[src/rtl/sincos_pkg.sv]
// Shared constants for the iterative sine/cosine unit.
// All angles and CORDIC state use signed Q4.27 fixed point (32 bits).
// Holds the arctangent table, CORDIC gain, pi multiples and the FSM state type.
package sincos_pkg;

  localparam int N_ITER = 24;
  localparam int FRAC   = 27;

  // CORDIC gain compensation 0.6072529350 in Q4.27
  localparam logic signed [31:0] K_FIX       = 32'sd81504109;
  // pi, pi/2 and 2*pi in Q4.27 (rounded to nearest)
  localparam logic signed [31:0] PI_FIX      = 32'sd421657428;
  localparam logic signed [31:0] HALF_PI_FIX = 32'sd210828714;
  localparam logic signed [31:0] TWO_PI_FIX  = 32'sd843314857;

  localparam logic [31:0] QNAN   = 32'h7FC00000;
  localparam logic [31:0] FP_ONE = 32'h3F800000;

  typedef enum logic [1:0] {
    IDLE   = 2'd0,
    REDUCE = 2'd1,
    ITER   = 2'd2,
    PACK   = 2'd3
  } state_t;

  // atan(2^-i) in Q4.27, i = 0 .. N_ITER-1
  function automatic logic signed [31:0] atan_tab(input logic [4:0] idx);
    logic signed [31:0] v;
    case (idx)
      5'd0:    v = 32'sd105414357;
      5'd1:    v = 32'sd62229729;
      5'd2:    v = 32'sd32880480;
      5'd3:    v = 32'sd16690645;
      5'd4:    v = 32'sd8377711;
      5'd5:    v = 32'sd4192940;
      5'd6:    v = 32'sd2096981;
      5'd7:    v = 32'sd1048555;
      5'd8:    v = 32'sd524285;
      5'd9:    v = 32'sd262144;
      5'd10:   v = 32'sd131072;
      5'd11:   v = 32'sd65536;
      5'd12:   v = 32'sd32768;
      5'd13:   v = 32'sd16384;
      5'd14:   v = 32'sd8192;
      5'd15:   v = 32'sd4096;
      5'd16:   v = 32'sd2048;
      5'd17:   v = 32'sd1024;
      5'd18:   v = 32'sd512;
      5'd19:   v = 32'sd256;
      5'd20:   v = 32'sd128;
      5'd21:   v = 32'sd64;
      5'd22:   v = 32'sd32;
      5'd23:   v = 32'sd16;
      default: v = 32'sd0;
    endcase
    return v;
  endfunction

endpackage

[src/rtl/fix2fp.sv]
// Signed Q4.27 fixed point to IEEE-754 single precision converter.
// Latency: purely combinational.
// Backpressure: none; output follows input.
module fix2fp (
  input  logic [31:0] fix,
  output logic [31:0] fp
);

  logic        sign;
  logic [31:0] mag;
  logic [4:0]  lead;
  logic [31:0] norm;
  logic [7:0]  norm_unused_lsb;
  logic [7:0]  exp_b;

  // sign-magnitude split, leading-one detect, normalise and truncate
  always_comb begin
    sign = fix[31];
    mag  = sign ? (~fix + 32'd1) : fix;
    lead = 5'd0;
    for (int i = 0; i < 32; i++) begin
      if (mag[i]) lead = 5'(i);
    end
    // leading one lands on bit 31; bits 30:8 become the mantissa
    norm            = mag << (5'd31 - lead);
    norm_unused_lsb = norm[7:0];
    // value = mag * 2^-27, so unbiased exponent is lead-27, biased lead+100
    exp_b = {3'b000, lead} + 8'd100;
    // norm[31] is set exactly when the input is non-zero
    if (norm[31]) fp = {sign, exp_b, norm[30:8]};
    else          fp = 32'h0000_0000;
  end

endmodule

[src/rtl/fp_sincos.sv]
// Iterative single-precision sin/cos: unpack, range reduce, rotation CORDIC, pack.
// Latency: sine_done pulses 26 clocks after the edge that samples sine_start.
// Backpressure: start is accepted only in IDLE; it is ignored while busy.
module fp_sincos
  import sincos_pkg::*;
(
  input  logic        clk,
  input  logic        n_rst,
  input  logic        sine_start,
  input  logic [31:0] opx,
  output logic        sine_done,
  output logic [31:0] sine_result,
  output logic [31:0] cosine_result
);

  state_t             state;
  logic [4:0]         iter;
  logic signed [31:0] x_in;
  logic               invalid_q;
  logic               zero_q;
  logic               neg_q;
  logic signed [31:0] cx;
  logic signed [31:0] cy;
  logic signed [31:0] cz;

  // unpack signals
  logic               in_sign;
  logic [7:0]         in_exp;
  logic [31:0]        in_mant;
  logic [31:0]        in_mag;
  logic signed [31:0] in_fix;
  logic               in_invalid;

  // reduction signals
  logic signed [31:0] red1;
  logic signed [31:0] red2;
  logic               red_neg;

  // iteration signals
  logic signed [31:0] x_sh;
  logic signed [31:0] y_sh;
  logic signed [31:0] atan_i;
  logic signed [31:0] x_nx;
  logic signed [31:0] y_nx;
  logic signed [31:0] z_nx;

  // pack signals
  logic signed [31:0] sin_fix;
  logic signed [31:0] cos_fix;
  logic [31:0]        sin_fp;
  logic [31:0]        cos_fp;

  // float to Q4.27: mantissa weight is 2^(exp-150), Q4.27 LSB is 2^-27,
  // so the 24-bit significand shifts left by exp-123 (truncating on right shifts)
  always_comb begin
    in_sign    = opx[31];
    in_exp     = opx[30:23];
    in_mant    = {8'h00, 1'b1, opx[22:0]};
    in_invalid = (in_exp == 8'hFF) || (in_exp >= 8'd130);
    if (in_exp == 8'd0 || in_invalid) begin
      in_mag = 32'd0;
    end else if (in_exp >= 8'd123) begin
      in_mag = in_mant << (in_exp - 8'd123);
    end else begin
      in_mag = in_mant >> (8'd123 - in_exp);
    end
    in_fix = in_sign ? -$signed(in_mag) : $signed(in_mag);
  end

  // fold into [-pi, pi], then into [-pi/2, pi/2] with a result sign flip
  always_comb begin
    red1 = x_in;
    if (x_in > PI_FIX)       red1 = x_in - TWO_PI_FIX;
    else if (x_in < -PI_FIX) red1 = x_in + TWO_PI_FIX;
    red2    = red1;
    red_neg = 1'b0;
    if (red1 > HALF_PI_FIX) begin
      red2    = red1 - PI_FIX;
      red_neg = 1'b1;
    end else if (red1 < -HALF_PI_FIX) begin
      red2    = red1 + PI_FIX;
      red_neg = 1'b1;
    end
  end

  // one rotation step; direction follows the sign of the residual angle
  always_comb begin
    x_sh   = cx >>> iter;
    y_sh   = cy >>> iter;
    atan_i = atan_tab(iter);
    if (cz[31]) begin
      x_nx = cx + y_sh;
      y_nx = cy - x_sh;
      z_nx = cz + atan_i;
    end else begin
      x_nx = cx - y_sh;
      y_nx = cy + x_sh;
      z_nx = cz - atan_i;
    end
  end

  // undo the half-turn fold before packing
  always_comb begin
    sin_fix = neg_q ? -cy : cy;
    cos_fix = neg_q ? -cx : cx;
  end

  fix2fp u_sin_pack (
    .fix (sin_fix),
    .fp  (sin_fp)
  );

  fix2fp u_cos_pack (
    .fix (cos_fix),
    .fp  (cos_fp)
  );

  // control FSM, CORDIC datapath registers and registered results
  always_ff @(posedge clk or negedge n_rst) begin
    if (!n_rst) begin
      state         <= IDLE;
      iter          <= 5'd0;
      x_in          <= '0;
      invalid_q     <= 1'b0;
      zero_q        <= 1'b0;
      neg_q         <= 1'b0;
      cx            <= '0;
      cy            <= '0;
      cz            <= '0;
      sine_done     <= 1'b0;
      sine_result   <= 32'h0;
      cosine_result <= 32'h0;
    end else begin
      sine_done <= 1'b0;
      case (state)
        IDLE: begin
          if (sine_start) begin
            x_in      <= in_fix;
            invalid_q <= in_invalid;
            // a zero angle leaves a small CORDIC residual in Y; short-circuit it
            zero_q    <= (in_fix == 32'sd0) && !in_invalid;
            state     <= REDUCE;
          end
        end
        REDUCE: begin
          cx    <= K_FIX;
          cy    <= 32'sd0;
          cz    <= red2;
          neg_q <= red_neg;
          iter  <= 5'd0;
          state <= ITER;
        end
        ITER: begin
          // special cases keep the same timing but leave the datapath idle
          if (!invalid_q && !zero_q) begin
            cx <= x_nx;
            cy <= y_nx;
            cz <= z_nx;
          end
          iter <= iter + 5'd1;
          if (iter == 5'(N_ITER - 1)) state <= PACK;
        end
        PACK: begin
          if (invalid_q) begin
            sine_result   <= QNAN;
            cosine_result <= QNAN;
          end else if (zero_q) begin
            sine_result   <= 32'h0;
            cosine_result <= FP_ONE;
          end else begin
            sine_result   <= sin_fp;
            cosine_result <= cos_fp;
          end
          sine_done <= 1'b1;
          state     <= IDLE;
        end
        default: state <= IDLE;
      endcase
    end
  end

endmodule

[config.mk]
export PLATFORM = sky130hd
export DESIGN_NAME = fp_sincos
export DESIGN_NICKNAME = d
export VERILOG_FILES = /design/src/rtl/sincos_pkg.sv /design/src/rtl/fix2fp.sv /design/src/rtl/fp_sincos.sv
export SDC_FILE = /design/constraint.sdc
export NUM_CORES = 2
export LEC_CHECK = 0
export ABC_AREA = 1
export BUFFER_PORTS_ARGS = -buffer_cell sky130_fd_sc_hd__buf_2
export CORE_MARGIN = 2
export CORE_UTILIZATION = 50
export DETAILED_ROUTE_END_ITERATION = 8
export PLACE_DENSITY = 0.69
export SLEW_MARGIN = 40
export SYNTH_ARGS = -nofsm -noshare
export SYNTH_HDL_FRONTEND = slang
export SYNTH_HIERARCHICAL = 1
export SYNTH_SLANG_ARGS = --single-unit
[constraint.sdc]
create_clock -name clk -period 6.35 [get_ports clk]
set_clock_uncertainty 0.1 [all_clocks]
set_input_delay 0.635 -clock clk [delete_from_list [all_inputs] [get_ports clk]]
set_output_delay 0.635 -clock clk [all_outputs]
set_load 0.05 [all_outputs]
======== Word level (Yosys, flattened, before mapping) ========
Memory sizes are Yosys's and may differ from the RTL's.
Index checks and enable logic that the tools add are counted.
word-level totals
  memories ................................ 1
  memory bits (read-only) ................. 864
  input bits .............................. 35
  bits in registers ....................... 203
  word-level logic and storage cells ...... 166
operators by class
  bitwise operators ....................... 2
  add/sub/neg operators ................... 22
  order comparisons ....................... 6
  reductions and logical operators ........ 14
  mux-type cells .......................... 95
  shift-type cells ........................ 6
  equality and inequality tests ........... 8
memories
  name             depth  bits a word  rd ports  clocked after memory_dff  wr ports  RTL line          RTL
  (no name shown)  32     27           1         0                         0         sincos_pkg.sv:29  case (idx)
operators by type and width
  kind                                                                            number
  32-bit two-way mux                                                              23
  32-bit case mux with 2 select lines                                             3
  5-bit two-way mux                                                               32
  32-bit adder                                                                    3
  32-bit negation                                                                 3
  32-bit subtractor                                                               3
  32-bit by 1-bit adder with 32-bit output, second input constant                 2
  4-bit two-way mux                                                               16
  32-bit inverter                                                                 2
  32-bit by 5-bit << shifter with 32-bit output                                   2
  32-bit by 5-bit >>> shifter with 32-bit output                                  2
  32-bit by 30-bit adder with 32-bit output, second input constant                1
  32-bit by 31-bit adder with 32-bit output, second input constant                1
  32-bit by 29-bit > comparator with 1-bit output, second input constant          1
  32-bit by 30-bit > comparator with 1-bit output, second input constant          1
  32-bit zero test                                                                1
  32-bit by 29-bit less-than comparator with 1-bit output, second input constant  1
  32-bit by 30-bit less-than comparator with 1-bit output, second input constant  1
  24-bit by 8-bit << shifter with 32-bit output                                   1
  24-bit by 8-bit right shift with 32-bit output                                  1
  32-bit by 30-bit subtractor with 32-bit output, second input constant           1
  32-bit by 31-bit subtractor with 32-bit output, second input constant           1
  3-bit two-way mux                                                               8
  5-bit by 7-bit adder with 8-bit output, second input constant                   2
  22 further kinds                                                                41

======== Depth between registers and ports, before layout ========
  depth in word-level cells ............... 41
  gate-level depth with buffers ........... 54
  gate-level depth less buffers ........... 53

======== Hierarchy ========
Netlist, hierarchy kept.
by module, submodules not included
  module     times used  area an instance (um^2)  cells an instance  sequential area each (um^2)
  fp_sincos  1           29335.6                  5171               5079.9
  fix2fp     2           3055.4                   613                0.0

======== Worst setup path after synthesis ========
OpenSTA, ideal clock, no wires.
  kind .................................... reg-to-reg
  from .................................... register cy[2]
  to ...................................... register sine_result[16]
  buffers on the path ..................... 3
  arrival time ............................ 4.996 ns
  setup time .............................. 0.121 ns
  slack ................................... 1.133 ns
  cell stages (with the launch flop) ...... 46
  required time ........................... 6.129 ns
  cell sequence ........................... dfrtp_1 > nor3_1 > nand3_1 > nor3_1 > nand2_1 > nor4_1 > nand4_1 > nor3_1 > a21oi_1 > a21oi_1 > xor2_1 > buf_2 > buf_2 > nand2_1 > xor2_1 > inv_1 > nand2_1 > nand2_1 > (+10 left out) > nand2_1 > nand2_1 > nand2_1 > nand2_1 > nand2_1 > nand2_1 > nand2_1 > nand2_1 > nand2_2 > buf_2 > nand3_1 > nand3_1 > nand3_1 > nand3_1 > nand3_1 > nand2_1 > inv_1 > a22o_1
RTL lines
  item                                             RTL line          RTL
  from (decl)                                      fp_sincos.sv:23   logic signed [31:0] cy;
  from (signal assigned)                           fp_sincos.sv:157  cy <= y_nx;
  32-bit negation *                                fp_sincos.sv:104  sin_fix = neg_q ? -cy : cy;
  32-bit two-way mux *                             fp_sincos.sv:104
  net sin_fix[31]                                  fp_sincos.sv:48   logic signed [31:0] sin_fix;
  32-bit two-way mux *                             fix2fp.sv:19      mag = sign ? (~fix + 32'd1) : fix;
  1-bit two-way mux                                fix2fp.sv:22      if (mag[i]) lead = 5'(i);
  2-bit two-way mux (2 in series)                  fix2fp.sv:22
  3-bit two-way mux (4 in series)                  fix2fp.sv:22
  4-bit two-way mux (8 in series)                  fix2fp.sv:22
  5-bit two-way mux (16 in series)                 fix2fp.sv:22
  5-bit subtractor                                 fix2fp.sv:25      norm = mag << (5'd31 - lead);
  32-bit by 5-bit << shifter with 32-bit output *  fix2fp.sv:25
  32-bit two-way mux *                             fix2fp.sv:30      if (norm[31]) fp = {sign, exp_b, norm[30:8]};
  net sin_fp[16]                                   fp_sincos.sv:50   logic [31:0] sin_fp;
  32-bit two-way mux *                             fp_sincos.sv:167  end else if (zero_q) begin
  32-bit two-way mux *                             fp_sincos.sv:164  if (invalid_q) begin
  to (signal assigned)                             fp_sincos.sv:171  sine_result <= sin_fp;
  to (decl)                                        fp_sincos.sv:12   output logic [31:0] sine_result,
The timed path passes the listed nets; every way through them passes the cells marked *.
A chain may end at the register's enable or synchronous reset.

======== Worst setup path after layout ========
  from .................................... register iter[0]
  to ...................................... register cx[31]
on the way
  cells in the longest elaborated chain, start to end .. 5
ends and longest elaborated chain
  item                                                      RTL line                          RTL
  from (decl)                                               fp_sincos.sv:17                   logic [4:0] iter;
  from (signal assigned)                                    fp_sincos.sv:160                  iter <= iter + 5'd1;
  32-bit by 5-bit >>> shifter with 32-bit output *          fp_sincos.sv:89                   y_sh = cy >>> iter;
  32-bit subtractor / 32-bit adder (equally long branches)  fp_sincos.sv:96, fp_sincos.sv:92
  32-bit two-way mux *                                      fp_sincos.sv:91                   if (cz[31]) begin
  32-bit two-way mux *                                      fp_sincos.sv:155                  if (!invalid_q && !zero_q) begin
  32-bit case mux with 2 select lines *                     fp_sincos.sv:135                  case (state)
  to (signal assigned)                                      fp_sincos.sv:156                  cx <= x_nx;
  to (decl)                                                 fp_sincos.sv:22                   logic signed [31:0] cx;
Every way passes the cells marked *; elsewhere a longest branch is shown, timed or not. The select of a mux whose other input is x is not followed.

==> run_results.csv <==
group,metric,value,unit
routing,routed_wire_length_per_instance,17.4,um
cells_and_area,design.final.nets,6555,
sta,fin_tns_setup,0,ns
cells_and_area,layout_commonest_cell,"nand2_1",
die,die_h,270,um
clocking,cts_made_buffers,29,
routing,initialDrtViolationCount,4967,
die,dieWidth,270,um
global_route,grt_antenna_before_repair,2,
clocking,clock_path_buffers,3,
place,portBuffers,99,
clocking,root_buffer,"clkbuf_16",
global_route,grt_util_all_layers,0.336,
place,placed_cells_incl_taps,7284,
yosys,syn-cell-area,35400,um2
die,dieArea,73000,um2
sta,report.final.slew_viol_count,0,
cells_and_area,number_of_inserted_diodes,0,
worst_setup_path,crit_fanout,12,
worst_setup_path,crit_path_frequent_cell,"o21ai_0",
cells_and_area,post_route_cells_drive_above_1_share,0.0767,
die,floorplan.initialDensity,0.505,
worst_setup_path,startpoint_type,"flop",
routing,vias,42600,
global_route,grt.overflow.total,0,
routing,viasPerCell,5.80,
yosys,synth_compound_gate_area_share,0.170,
job,cap_violations,0,
sta,timing.fmax,167,MHz
yosys,yosys-mux-area-fraction,0.00593,
routing,number_of_remaining_drc_errors,0,
cells_and_area,final_core_utilization,0.542,
global_route,grt_start_max_net_pins,101,
cells_and_area,layout.cells.non_filler,7343,
routing,detail_route.wirelength,128000,um
cells_and_area,fillerInstances,7564,
yosys,yosysSeqAreaShare,0.143,
cells_and_area,area_growth_syn_to_layout,7.35,%
yosys,synth_edf_count,0,
yosys,synthFlopType,"dfrtp_1",
worst_setup_path,crit_path_max_cell_delay,0.56,ns
yosys,ys_async_sr_fraction,1.00,
cells_and_area,mostFrequentLayoutCells,"nand2_1, nand3_1, inv_1, nor2_1, o21ai_0",
yosys,ys_warn_count,6,
die,placeableCoreArea,70100,um2
place,place.detailed.hpwl,99600,um
cells_and_area,multi_input_area,26500,um2
yosys,synth_xor_area_frac,0.0652,
sta,tightest_slew,0.831,ns
yosys,avg_cell_area_syn,5.54,um2
worst_setup_path,critical_path.endpoint_type,"flop",
routing,final_antenna_net_count,0,
outcome,status,"finished, final reports clean",
yosys,synth_adder_area_share,0.0486,
sta,timing.final.crit_period,5.98,ns
hold_path,hp-class,"reg2reg",
clocking,cts.clk_slew.worst_paths,0.06,ns
place,finalWeightedCongestion,1.05,
global_route,grt_first_pass_wirelength,204000,um
clocking,worst_skew_pair.late_latency,0.60,ns
clocking,clock-sinks,203,
sta,finalSetupViolations,0,
worst_setup_path,crit_required,6.74,ns
routing,drt-pass1-iter-count,7,
global_route,number_of_global_route_vias_before_repair,38700,
yosys,synth.distinct_cells,77,
die,io_pins,100,
die,row_count,97,
yosys,yosys.area_share.simple,0.452,
worst_setup_path,critical_path_class,"reg2reg",
worst_setup_path,worstPathArrival,6.36,ns
cells_and_area,layout.area.seq,5080,um2
sta,hold_viol_final,0,
sta,period_share,0.941,
yosys,synth_top_family_by_area,"simple AND/OR/NAND/NOR gates",
worst_setup_path,path_buf_inv,2,
yosys,synth_nets,6568,
clocking,tritoncts,"built",
worst_setup_path,critical_path_s_top_delay_family,"compound AO/OA/AOI/OAI gates",
sta,relSlewSlack,0.445,
clocking,cts-htree-levels,1,
yosys,post_synth_inst_count,6397,
worst_setup_path,cp_slowest_cell,"dfrtp_4",
yosys,flip_flop_and_latch_count_after_synthesis,203,
## timing repair
action / CTS / global route
hold endpoints to repair: 0 / 46
setup buffers: 0 / 7
hold buffers: 0 / 1
gates resized for setup: 0 / 76
endpoints found under the setup margin: 0 / 88
## registers in the layout (all words and copies together), names as in the netlist
register       flops
cosine_result     32
zero_q             1
cx                32
sine_result       32
neg_q              1
sine_done          1
state              2
invalid_q          1
iter               5
x_in              32
cy                32
cz                32
## metal layers
layer,global-route usage,wire (um)
met4,0.126,4740
met1,0.455,55200
met5,0,13
met2,0.552,58000
met3,0.0341,9850
## final cells by class
| cell class | instances | area share |
|---|---|---|
| sequential | 203 | 0.134 |
| clock inverter | 18 | 0.00457 |
| tap | 940 | 0.0309 |
| clock buffer | 32 | 0.0199 |
| inverter | 728 | 0.0722 |
| multi-input combinational | 5194 | 0.697 |
| timing repair buffer | 228 | 0.0416 |
## through the flow
stage	cell area [um2]	setup WS (ns)	hold slack, ns
final	38100	0.373	0.388
after global routing	38100	-0.0168	0.413
after CTS	37800	0.000288	0.0220
after detailed placement	36800	0.0277	0.377
after global placement	36800	0.123	0.376
after floorplan	35400	1.13	0.239
## final timing paths
path                            startpoint         endpoint  slack (ns)  cells past startpoint
worst max-delay path               iter[0]           cx[31]        0.37                     29
max in group asynchronous            n_rst         x_in[24]        4.38                      4
worst min register to register      cz[21]           cz[21]        0.39                      2
min in group asynchronous            n_rst  sine_result[17]        0.46                      2
worst min-delay path                cz[21]           cz[21]        0.39                      2
worst max register to register     iter[0]           cx[31]        0.37                     29
## kinds of logic after synthesis
family | Yosys count
flops | 203
compound gates | 1054
buf+inv | 1000
simple gates | 3726
mux | 21
fa+ha+maj | 136
xor+xnor | 257
## worst reg2reg max path, delay by kind of cell (launching register included)
kind / cells / cell delay, ns
fa+ha+maj: 1 / 0.33
compound gates: 10 / 2.05
simple gates: 13 / 1.83
flops: 1 / 0.56
buf+inv: 2 / 0.42
xor+xnor: 3 / 0.58
## cells in the mapped netlist, drive strengths merged, types with 8 or more instances
cell type	count	area share
nand2	2058	0.22
nand3	835	0.12
inv	715	0.076
nor2	615	0.069
o21ai	441	0.063
a21oi	350	0.051
xor2	227	0.057
dfrtp	203	0.14
buf	161	0.025
ha	133	0.047
clkbuf	111	0.012
nand4	81	0.014
nor3	64	0.011
a22o	52	0.013
o22ai	46	0.0081
a31oi	33	0.0058
xnor2	30	0.0078
or2	26	0.0046
o21a	25	0.0053
nor4	23	0.0053
mux2i	21	0.0059
o31ai	17	0.0039
clkinv	13	0.0014
o211ai	13	0.0028
o21bai	12	0.0029
a21boi	9	0.0022
nand3b	9	0.0027
o221ai	9	0.0022
a211oi	8	0.0017
Power is left out: the tool's default activity adds up to more than one toggle a clock period on the data nets, which glitch-free logic cannot reach.
